`config.mk`:
```
export PLATFORM = sky130hd
export DESIGN_NAME = ip_uart_rx
export DESIGN_NICKNAME = d
export VERILOG_FILES = /design/src/rtl/ip_uart_rx.sv
export SDC_FILE = /design/constraint.sdc
export NUM_CORES = 1
export LEC_CHECK = 0
export CORE_ASPECT_RATIO = 0.7
export CORE_UTILIZATION = 45
export CTS_BUF_LIST = sky130_fd_sc_hd__clkbuf_4 sky130_fd_sc_hd__clkbuf_8 sky130_fd_sc_hd__clkbuf_16
export DETAILED_ROUTE_END_ITERATION = 10
export DONT_BUFFER_PORTS = 1
export GPL_TIMING_DRIVEN = 0
export SKIP_CTS_REPAIR_TIMING = 1
export SLEW_MARGIN = 20
export SYNTH_ARGS = -nofsm -noshare
export SYNTH_HDL_FRONTEND = slang
export SYNTH_SLANG_ARGS = --single-unit
```
`constraint.sdc`:
```
create_clock -name clk -period 5.6 [get_ports clk]
set_clock_uncertainty 0.1 [all_clocks]
set_input_delay 1.12 -clock clk [delete_from_list [all_inputs] [get_ports clk]]
set_output_delay 1.12 -clock clk [all_outputs]
set_load 0.01 [all_outputs]
```
`src/rtl/ip_uart_rx.sv`:
```
// ip_uart_rx: 8N1 oversampling UART receiver with single-entry valid/ack holding register
module ip_uart_rx #(
  parameter int clk_freq  = 54000000,
  parameter int uart_freq = 115200
) (
  input  logic       clk,
  input  logic       n_reset,
  input  logic       uart_rx,
  output logic [7:0] recv_data,
  output logic       recv_valid,
  input  logic       recv_ack,
  output logic       frame_error,
  output logic       overrun_error,
  output logic       busy
);
  localparam int div  = clk_freq / uart_freq;
  localparam int half = div / 2;
  localparam int cw   = $clog2(div);
  localparam logic [cw-1:0] half_m1 = cw'(half - 1);
  localparam logic [cw-1:0] div_m1  = cw'(div - 1);
  typedef enum logic [2:0] {IDLE, START, DATA, STOP, BREAK} state_t;
  state_t state, state_n;
  logic [cw-1:0] cnt, cnt_n;
  logic [2:0] idx, idx_n;
  logic [7:0] sh, sh_n;
  logic s1, rx_s, deliver, ferr, zero;
  assign zero = cnt == '0;
  assign busy = state != IDLE;
  always_comb begin
    state_n = state;
    cnt_n = cnt;
    idx_n = idx;
    sh_n = sh;
    deliver = 1'b0;
    ferr = 1'b0;
    case (state)
      IDLE: if (!rx_s) begin
        cnt_n = half_m1;
        state_n = START;
      end
      START: if (!zero) cnt_n = cnt - 1'b1;
        else if (!rx_s) begin
          cnt_n = div_m1;
          idx_n = '0;
          state_n = DATA;
        end else state_n = IDLE;
      DATA: if (!zero) cnt_n = cnt - 1'b1;
        else begin
          sh_n = {rx_s, sh[7:1]};
          cnt_n = div_m1;
          idx_n = idx + 3'd1;
          state_n = idx == 3'd7 ? STOP : DATA;
        end
      STOP: if (!zero) cnt_n = cnt - 1'b1;
        else begin
          deliver = rx_s;
          ferr = !rx_s;
          state_n = rx_s ? IDLE : BREAK;
        end
      BREAK: state_n = rx_s ? IDLE : BREAK;
      default: state_n = IDLE;
    endcase
  end
  always_ff @(posedge clk or negedge n_reset)
    if (!n_reset) begin
      state <= IDLE;
      cnt <= '0;
      idx <= '0;
      sh <= '0;
      s1 <= 1'b1;
      rx_s <= 1'b1;
      recv_data <= '0;
      recv_valid <= 1'b0;
      frame_error <= 1'b0;
      overrun_error <= 1'b0;
    end else begin
      state <= state_n;
      cnt <= cnt_n;
      idx <= idx_n;
      sh <= sh_n;
      s1 <= uart_rx;
      rx_s <= s1;
      recv_data <= deliver ? sh : recv_data;
      // a delivery coinciding with an ack replaces the byte without flagging overrun
      recv_valid <= deliver | (recv_valid & ~recv_ack);
      frame_error <= ferr;
      overrun_error <= deliver & recv_valid & ~recv_ack;
    end
endmodule

```
==> metrics, run 1 <==
CTS Sinks=36; slowest cell on the critical path=or3_1; 1st-pass router iterations=4; RSZ-0062 raised after global routing=no; DR WL/cell=16.3 µm; initial DRC count=139; vias in the first global route=1166; ys async rst share=1.00; die area=4100 µm²; ys flop type=dfrtp_1; leakage=0.858 nW; DRC=0; largest net degree at the start of global routing=37; DIE WIDTH=76.1 µm; final antenna-violating net count=0; Slew Viols, Final=0; diode count=0; Setup CP Type=register to primary output; synth warn=0; peak supply drop=170 µV; r2r setup slk=3320 ps; most frequent cells in the layout=dfrtp_1 (34), inv_1 (9), mux2_1 (9); CTS clk-pin slew, worst paths=70 ps; Routed Wire Length=3380 µm; Worst EP arrival=1510 ps; chip height=53.9 µm; count of cell types in the netlist=46; WP data required=4380 ps; Avg Cell Area, Syn=11.6 µm²; final core occ=0.529; H-tree depth=2; clock latency on the worst-skew pair=290 ps; Synth Instances=149; crit-path cells=clkbuf_1 -> clkbuf_1 -> or3_1; Hold Crit Class=register to register; crit-path max FO=10; via count=1185; run status=completed; number of synthesized flops with an enable pin=0; Post-DP HPWL=2390 µm; Root Driver=clkbuf_8; power density over cell area=257 nW/µm²; All-Layer GR Usage=0.189; max_slew headroom=0.514; Critical Path Max Stage Delay=470 ps; initial antenna violation count=0; commonest non-fill, non-tap cell in the layout=dfrtp_1; Fin. Hold Viols=0; Starting Density=0.481; row count=18; most used cell along the critical path=clkbuf_1; post-route setup TNS=0 ps; I/O Buffers=0; Post-Syn Area=1730 µm²; first-pass GRT wire length=5820 µm; CORE AREA=3600 µm²; Ports=16; Nets=164; final setup vio count=0; syn_nets=157; layout cells sized above 1=0.178; Peak Freq=366 MHz; Max clock buf depth=2; Max Cap Viol=0; worst slew pin tran=719 ps; grt total ovfl=0; register area share after synthesis=0.522; post-synthesis register bit count=36; Period Utilization, post-route=0.488; P&R area growth vs syn=10.0%; crit end category=primary output; cts bufs inserted=5; Worst Setup Start Kind=register; vias per cell=5.72; TritonCTS clock tree=built; Final Wtd Congestion=0.832; min Tclk post-route=2730 ps
## sequential cells by signal, summed over array words and instances (netlist names)
| signal | count |
|---|---|
| cnt | 9 |
| recv_data | 8 |
| sh | 8 |
| idx | 3 |
| state | 3 |
| frame_error | 1 |
| overrun_error | 1 |
| recv_valid | 1 |
| rx_s | 1 |
| s1 | 1 |
## layout make-up
cell class / count / area [µm²]
Inverter: 9 / 33.8
Clock inverter: 3 / 42.5
Clock buffer: 5 / 68.8
Fill cell: 301 / 1700
Multi-Input combinational cell: 96 / 752
Buffer: 8 / 42.5
Sequential cell: 36 / 903
Tap cell: 50 / 62.6
## report_power, final
group	total [mW]	switching, mW	internal (mW)	leakage [nW]
clock network	0.226	0.0943	0.132	0.0541
logic	0.00140	0.000944	0.000451	0.338
registers	0.262	0.000815	0.261	0.465
## metal layers
layer | up-vias | wire (µm) | GRT usage
met1 | 590 | 1670 | 0.255
met4 | 0 | 15 | 0.0641
met3 | 2 | 147 | 0.0492
li1 | 568 | - | -
met5 | - | 0 | 0
met2 | 25 | 1540 | 0.302
## synth_stat cells (2+ instances only)
cell / instances / area, µm²
nand2_1: 4 / 15.0
mux2_2: 8 / 90.1
o21ai_0: 3 / 15.0
dfrtp_1: 34 / 851
o22ai_1: 3 / 18.8
a211oi_1: 5 / 37.5
nor4_2: 2 / 25.0
dfstp_2: 2 / 52.6
mux2_1: 9 / 101
a221oi_1: 3 / 26.3
nor3b_1: 2 / 15.0
a311oi_1: 3 / 26.3
a31oi_1: 2 / 12.5
nor2_1: 8 / 30.0
clkbuf_1: 4 / 15.0
nor4b_1: 2 / 17.5
or3_1: 3 / 18.8
inv_1: 9 / 33.8
a21oi_1: 8 / 40.0
nand4_1: 3 / 18.8
o31ai_1: 3 / 22.5
ha_1: 4 / 50.1
nand2b_1: 2 / 12.5
## logic make-up (layout without fill, tap and decap cells)
| kind of cell | count (synthesis) | in the layout | synth area share |
|---|---|---|---|
| adder cells (fa/ha/maj) | 4 | 4 | 0.0289 |
| AND/OR/NAND/NOR | 37 | 37 | 0.142 |
| XOR/XNOR | 1 | 1 | 0.00506 |
| multiplexers | 17 | 17 | 0.111 |
| flip-flops | 36 | 36 | 0.522 |
| buffers and inverters | 17 | 25 | 0.0441 |
| AO/OA/AOI/OAI | 37 | 37 | 0.147 |
## worst max-delay path: cells and delay by family, from the launching register on
kind          cells  cell delay [ps]
buf+inv           2              400
flops             1              360
simple gates      1              470
## worst paths after layout
path | start | endpoint | cells after the start
max reg2reg | cnt[0]$_DFFE_PN0P_ | cnt[2]$_DFFE_PN0P_ | 6
min in group asynchronous | n_reset | overrun_error$_DFF_PN0_ | 0
min reg2reg | s1$_DFF_PN1_ | rx_s$_DFF_PN1_ | 0
max in group asynchronous | n_reset | rx_s$_DFF_PN1_ | 0
max | state[1]$_DFFE_PN0P_ | busy | 3
min | s1$_DFF_PN1_ | rx_s$_DFF_PN1_ | 0
## through the flow
| step | power, mW | std cells | hold slack [ps] | setup WS, ps | instance area [µm²] |
|---|---|---|---|---|---|
| after floorplan | 0.268 | 149 | 245 | 3270 | 1730 |
| after global placement | 0.268 | 199 | 247 | 3190 | 1790 |
| after detailed placement | 0.268 | 199 | 253 | 3180 | 1790 |
| after CTS | 0.496 | 207 | 263 | 2860 | 1910 |
| after global routing | 0.506 | 207 | 265 | 2770 | 1910 |
| final | 0.489 | 207 | 260 | 2870 | 1910 |
No activity file was read; power rests on OpenSTA's default activity.
==> run 2: changes to the inputs <==
- clock period: 5.6 -> 2.5 ns (I/O delays scaled with it)
==> metrics, run 2 (synthesis gave the netlist of run 1 again) <==
Biggest register=cnt; CTS clk-pin slew, worst paths=70 ps (about the same); largest net degree at the start of global routing=37 (unchanged); vias in the first global route=1166 (unchanged); initial DRC count=117 (-16%); P&R area growth vs syn=12.1%; CORE AREA=3600 µm² (unchanged); final setup vio count=0 (unchanged); Starting Density=0.481 (unchanged); RSZ-0062 raised after global routing=no; Period Utilization, post-route=0.905; Post-DP Area=1790 µm² (unchanged); Setup CP Type=register to register; Fin. Hold Viols=0 (unchanged); peak supply drop=383 µV (+120%); final non-filler cell total=209 (+0.97%); design area=1940 µm² (+1.9%); Slew Viols, Final=0 (unchanged); grt total ovfl=0 (unchanged); die area=4100 µm² (unchanged); r2r setup slk=240 ps (-3080 ps); post-route setup TNS=0 ps (unchanged); Nets=166 (+1.2%); I/O Buffers=0 (unchanged); DR WL/cell=16.3 µm (about the same); H-tree depth=2 (unchanged); crit-path max FO=10 (unchanged); RR Startpoint=cnt[0]$_DFFE_PN0P_; DRC=0 (unchanged); Worst EP arrival=2340 ps (+830 ps); Ports=16 (unchanged); Routed Wire Length=3410 µm (+0.92%); All-Layer GR Usage=0.189 (unchanged); Fin Hold WS=105 ps (-155 ps); Setup crit start=cnt[0]$_DFFE_PN0P_; R2R Path End=sh[5]$_DFFE_PN0P_; cts bufs inserted=5 (unchanged); run status=completed; Max Cap Viol=0 (unchanged); worst slew pin tran=658 ps (-61.2 ps); Hold Crit Class=primary input to register; power density over cell area=573 nW/µm² (+120%); Worst Setup Start Kind=register; commonest non-fill, non-tap cell in the layout=dfrtp_1; Final Wtd Congestion=0.832 (unchanged); min Tclk post-route=2260 ps; first-pass GRT wire length=5820 µm (unchanged); vias per cell=5.79 (+1.2%); max_slew headroom=0.557 (+0.0435); diode count=0 (unchanged); crit end category=register; chip height=53.9 µm (unchanged); row count=18 (unchanged); CTS Sinks=36 (unchanged); Root Driver=clkbuf_8; WP data required=2570 ps (-1810 ps); hold endpoint=s1$_DFF_PN1_; layout cells sized above 1=0.189 (+0.0103); Largest regs=cnt (9), recv_data (8), sh (8); clock latency on the worst-skew pair=290 ps (about the same); FILL cells=297 (-1.3%); Largest register FFs=9 (unchanged); initial antenna violation count=0 (unchanged); Peak Freq=442 MHz; Post-DP HPWL=2390 µm (unchanged); hold-critical path depth=0 (unchanged); placed cell count=199 (unchanged); TritonCTS clock tree=built; R2R cell count=7 (+1); Max clock buf depth=2 (unchanged); 1st-pass router iterations=4 (unchanged); final antenna-violating net count=0 (unchanged); leakage=0.872 nW (+1.6%); most frequent cells in the layout=dfrtp_1 (34), inv_1 (9), mux2_1 (9); hold path start=uart_rx; via count=1211 (+2.2%); DIE WIDTH=76.1 µm (unchanged)
[run 2: worst max path at each step]
stage | endpoint | slack [ps] | cells past startpoint
finish | sh[5]$_DFFE_PN0P_ | 240 | 7
global placement | sh[5]$_DFFE_PN0P_ | 270 | 7
detailed placement | sh[5]$_DFFE_PN0P_ | 270 | 7
floorplan | sh[0]$_DFFE_PN0P_ | 410 | 7
global route | cnt[1]$_DFFE_PN0P_ | 160 | 7
CTS | cnt[2]$_DFFE_PN0P_ | 250 | 6
[run 2: through the flow]
step | utilization | setup WS [ps] | power [mW]
after floorplan | - | 413 | 0.600
after global placement | 0.498 | 269 | 0.601
after detailed placement | 0.498 | 268 | 0.601
after CTS | 0.529 | 250 | 1.11
after global routing | 0.539 | 164 | 1.15
final | 0.539 | 237 | 1.11
[run 2: layout make-up]
class	count	area (µm²)	area share
tap	50	62.6	0.0322
clock inverter	3	42.5	0.0219
clock buffer	5	68.8	0.0354
buffer	8	42.5	0.0219
multi-input combinational	96	758	0.390
inverter	9	33.8	0.0174
timing repair buffer	2	30.0	0.0155
sequential	36	903	0.465
[run 2: critical path, cell delays in order (launching register included)]
cell and delay, ps:
dfrtp_1 410, inv_1 90, ha_1 170, or4b_4 510, nor2_2 160, and4_1 230
buf_6 160, mux2_1 330
[run 2: report_power, final]
part           leakage [nW]  total (mW)  switching, mW  internal [mW]
clock                0.0541       0.507          0.212          0.295
sequential            0.465       0.587        0.00180          0.585
combinational         0.352      0.0189         0.0136        0.00528
[run 2: layer usage]
layer | wire length, µm | GRT usage
met1 | 1670 | 0.255
met2 | 1560 | 0.302
met3 | 162 | 0.0492
met4 | 8 | 0.0641
met5 | 0 | 0
==> run 3: changes to the inputs <==
- CELL_PAD_IN_SITES_DETAIL_PLACEMENT: not set -> 1
- CELL_PAD_IN_SITES_GLOBAL_PLACEMENT: not set -> 2
- CORE_MARGIN: not set -> 4
- CORE_UTILIZATION: 45 -> 37
- PLACE_DENSITY_LB_ADDON: not set -> 0.1
==> metrics, run 3 (synthesis gave the netlist of run 1 again) <==
Starting Density=0.391 (-0.0896); largest net degree at the start of global routing=37 (unchanged); CTS clk-pin slew, worst paths=80 ps (about the same); commonest non-fill, non-tap cell in the layout=dfrtp_1; CORE AREA=4430 µm² (+23%); final core occ=0.434 (-0.104); grt total ovfl=0 (unchanged); 1st-pass router iterations=4 (unchanged); run status=completed; crit end category=register; setup ws final=161 ps (-75.5 ps); Ports=16 (unchanged); initial antenna violation count=0 (unchanged); Largest regs=cnt (9), recv_data (8), sh (8); Post-DP HPWL=2740 µm (+14%); clock latency on the worst-skew pair=290 ps (about the same); min Tclk post-route=2340 ps (+75.5 ps); crit-path max FO=9 (-1); final antenna-violating net count=0 (unchanged); Final Wtd Congestion=0.758 (-8.9%); DIE WIDTH=89.8 µm (+18%); crit-path cells=inv_1 -> ha_1 -> or4b_4 -> o21ai_2 -> a21o_1 -> buf_4 -> mux2_1; first-pass GRT wire length=6670 µm (+15%); Fin Hold WS=106 ps (+0.441 ps); Biggest register=cnt; Nets=166 (unchanged); Max Cap Viol=0 (unchanged); chip height=65.2 µm (+21%); leakage=0.865 nW (-0.72%); DR WL/cell=17.9 µm (+10%); RSZ-0062 raised after global routing=no; Slew Viols, Final=0 (unchanged); peak supply drop=222 µV (-42%); Fin. Hold Viols=0 (unchanged); I/O Buffers=0 (unchanged); H-tree depth=2 (unchanged); hold-critical path depth=0 (unchanged); Critical Path Max Stage Delay=510 ps (about the same); Largest register FFs=9 (unchanged); Setup CP Type=register to register; power density over cell area=530 nW/µm² (-7.6%); diode count=0 (unchanged); WP data required=2570 ps (about the same); max_slew headroom=0.523 (-0.0338); Max clock buf depth=2 (unchanged); All-Layer GR Usage=0.147 (-0.0418); Root Driver=clkbuf_8; most frequent cells in the layout=dfrtp_1 (34), inv_1 (9), mux2_1 (9); Hold Crit Class=primary input to register; Routed Wire Length=3840 µm (+13%); via count=1216 (+0.41%); final total power=1.02 mW (-8.4%); vias in the first global route=1309 (+12%); cts bufs inserted=5 (unchanged); die area=5860 µm² (+43%); dpl ws=188 ps (-79.5 ps); row count=20 (+2); worst slew pin tran=708 ps (+50.3 ps); CTS Sinks=36 (unchanged); R2R cell count=7 (unchanged); final setup vio count=0 (unchanged); P&R area growth vs syn=11.1%; Period Utilization, post-route=0.935 (+0.0302); post-route setup TNS=0 ps (unchanged); DRC=0 (unchanged); Worst Setup Start Kind=register; TritonCTS clock tree=built; slowest cell on the critical path=or4b_4; initial DRC count=40 (-66%); Peak Freq=428 MHz (-3.2%); vias per cell=5.68 (-1.9%); Worst EP arrival=2410 ps (+70 ps); layout cells sized above 1=0.189 (unchanged)
[run 3: final timing paths]
check / slack (ps) / end / start
worst max-delay path: 160 / cnt[1]$_DFFE_PN0P_ / cnt[0]$_DFFE_PN0P_
worst min-delay path: 110 / s1$_DFF_PN1_ / uart_rx
worst max register to register: 160 / cnt[1]$_DFFE_PN0P_ / cnt[0]$_DFFE_PN0P_
worst min register to register: 260 / rx_s$_DFF_PN1_ / s1$_DFF_PN1_
max in group asynchronous: 1490 / rx_s$_DFF_PN1_ / n_reset
min in group asynchronous: 550 / recv_data[2]$_DFFE_PN0P_ / n_reset
[run 3: through the flow]
step | area (µm²) | instances
4_1_cts | 1890 | 212
5_1_grt | 1920 | 214
3_3_place_gp | 1800 | 204
3_5_place_dp | 1800 | 204
2_1_floorplan | 1730 | 149
6_report | 1920 | 214
[run 3: critical path, delay by kind of cell (launching register included)]
kind,cells,cell delay (ps)
AND/OR/NAND/NOR,1,510
buffers and inverters,2,260
AO/OA/AOI/OAI,2,410
adder cells (fa/ha/maj),1,180
flip-flops,1,420
multiplexers,1,340
[run 3: layout make-up]
class	instances	area (µm²)
Buffer	8	42.5
Clock buffer	5	68.8
Clock inverter	3	18.8
Fill cell	483	2500
Inverter	9	33.8
Multi-Input combinational cell	96	758
Sequential cell	36	903
Tap cell	55	68.8
Timing Repair Buffer	2	30.0
[run 3: report_power, final]
part           internal, mW  total, mW  switching, mW
registers             0.585      0.587        0.00184
logic               0.00529     0.0192         0.0139
clock network         0.194      0.413          0.219
[run 3: metal layers]
metal  share of wire  vias up  global-route usage
met5               0        -                   0
met4           0.015        0              0.0631
met3           0.046        7              0.0378
met2            0.43       24               0.211
met1            0.51      615               0.210
li1                -      570                   -
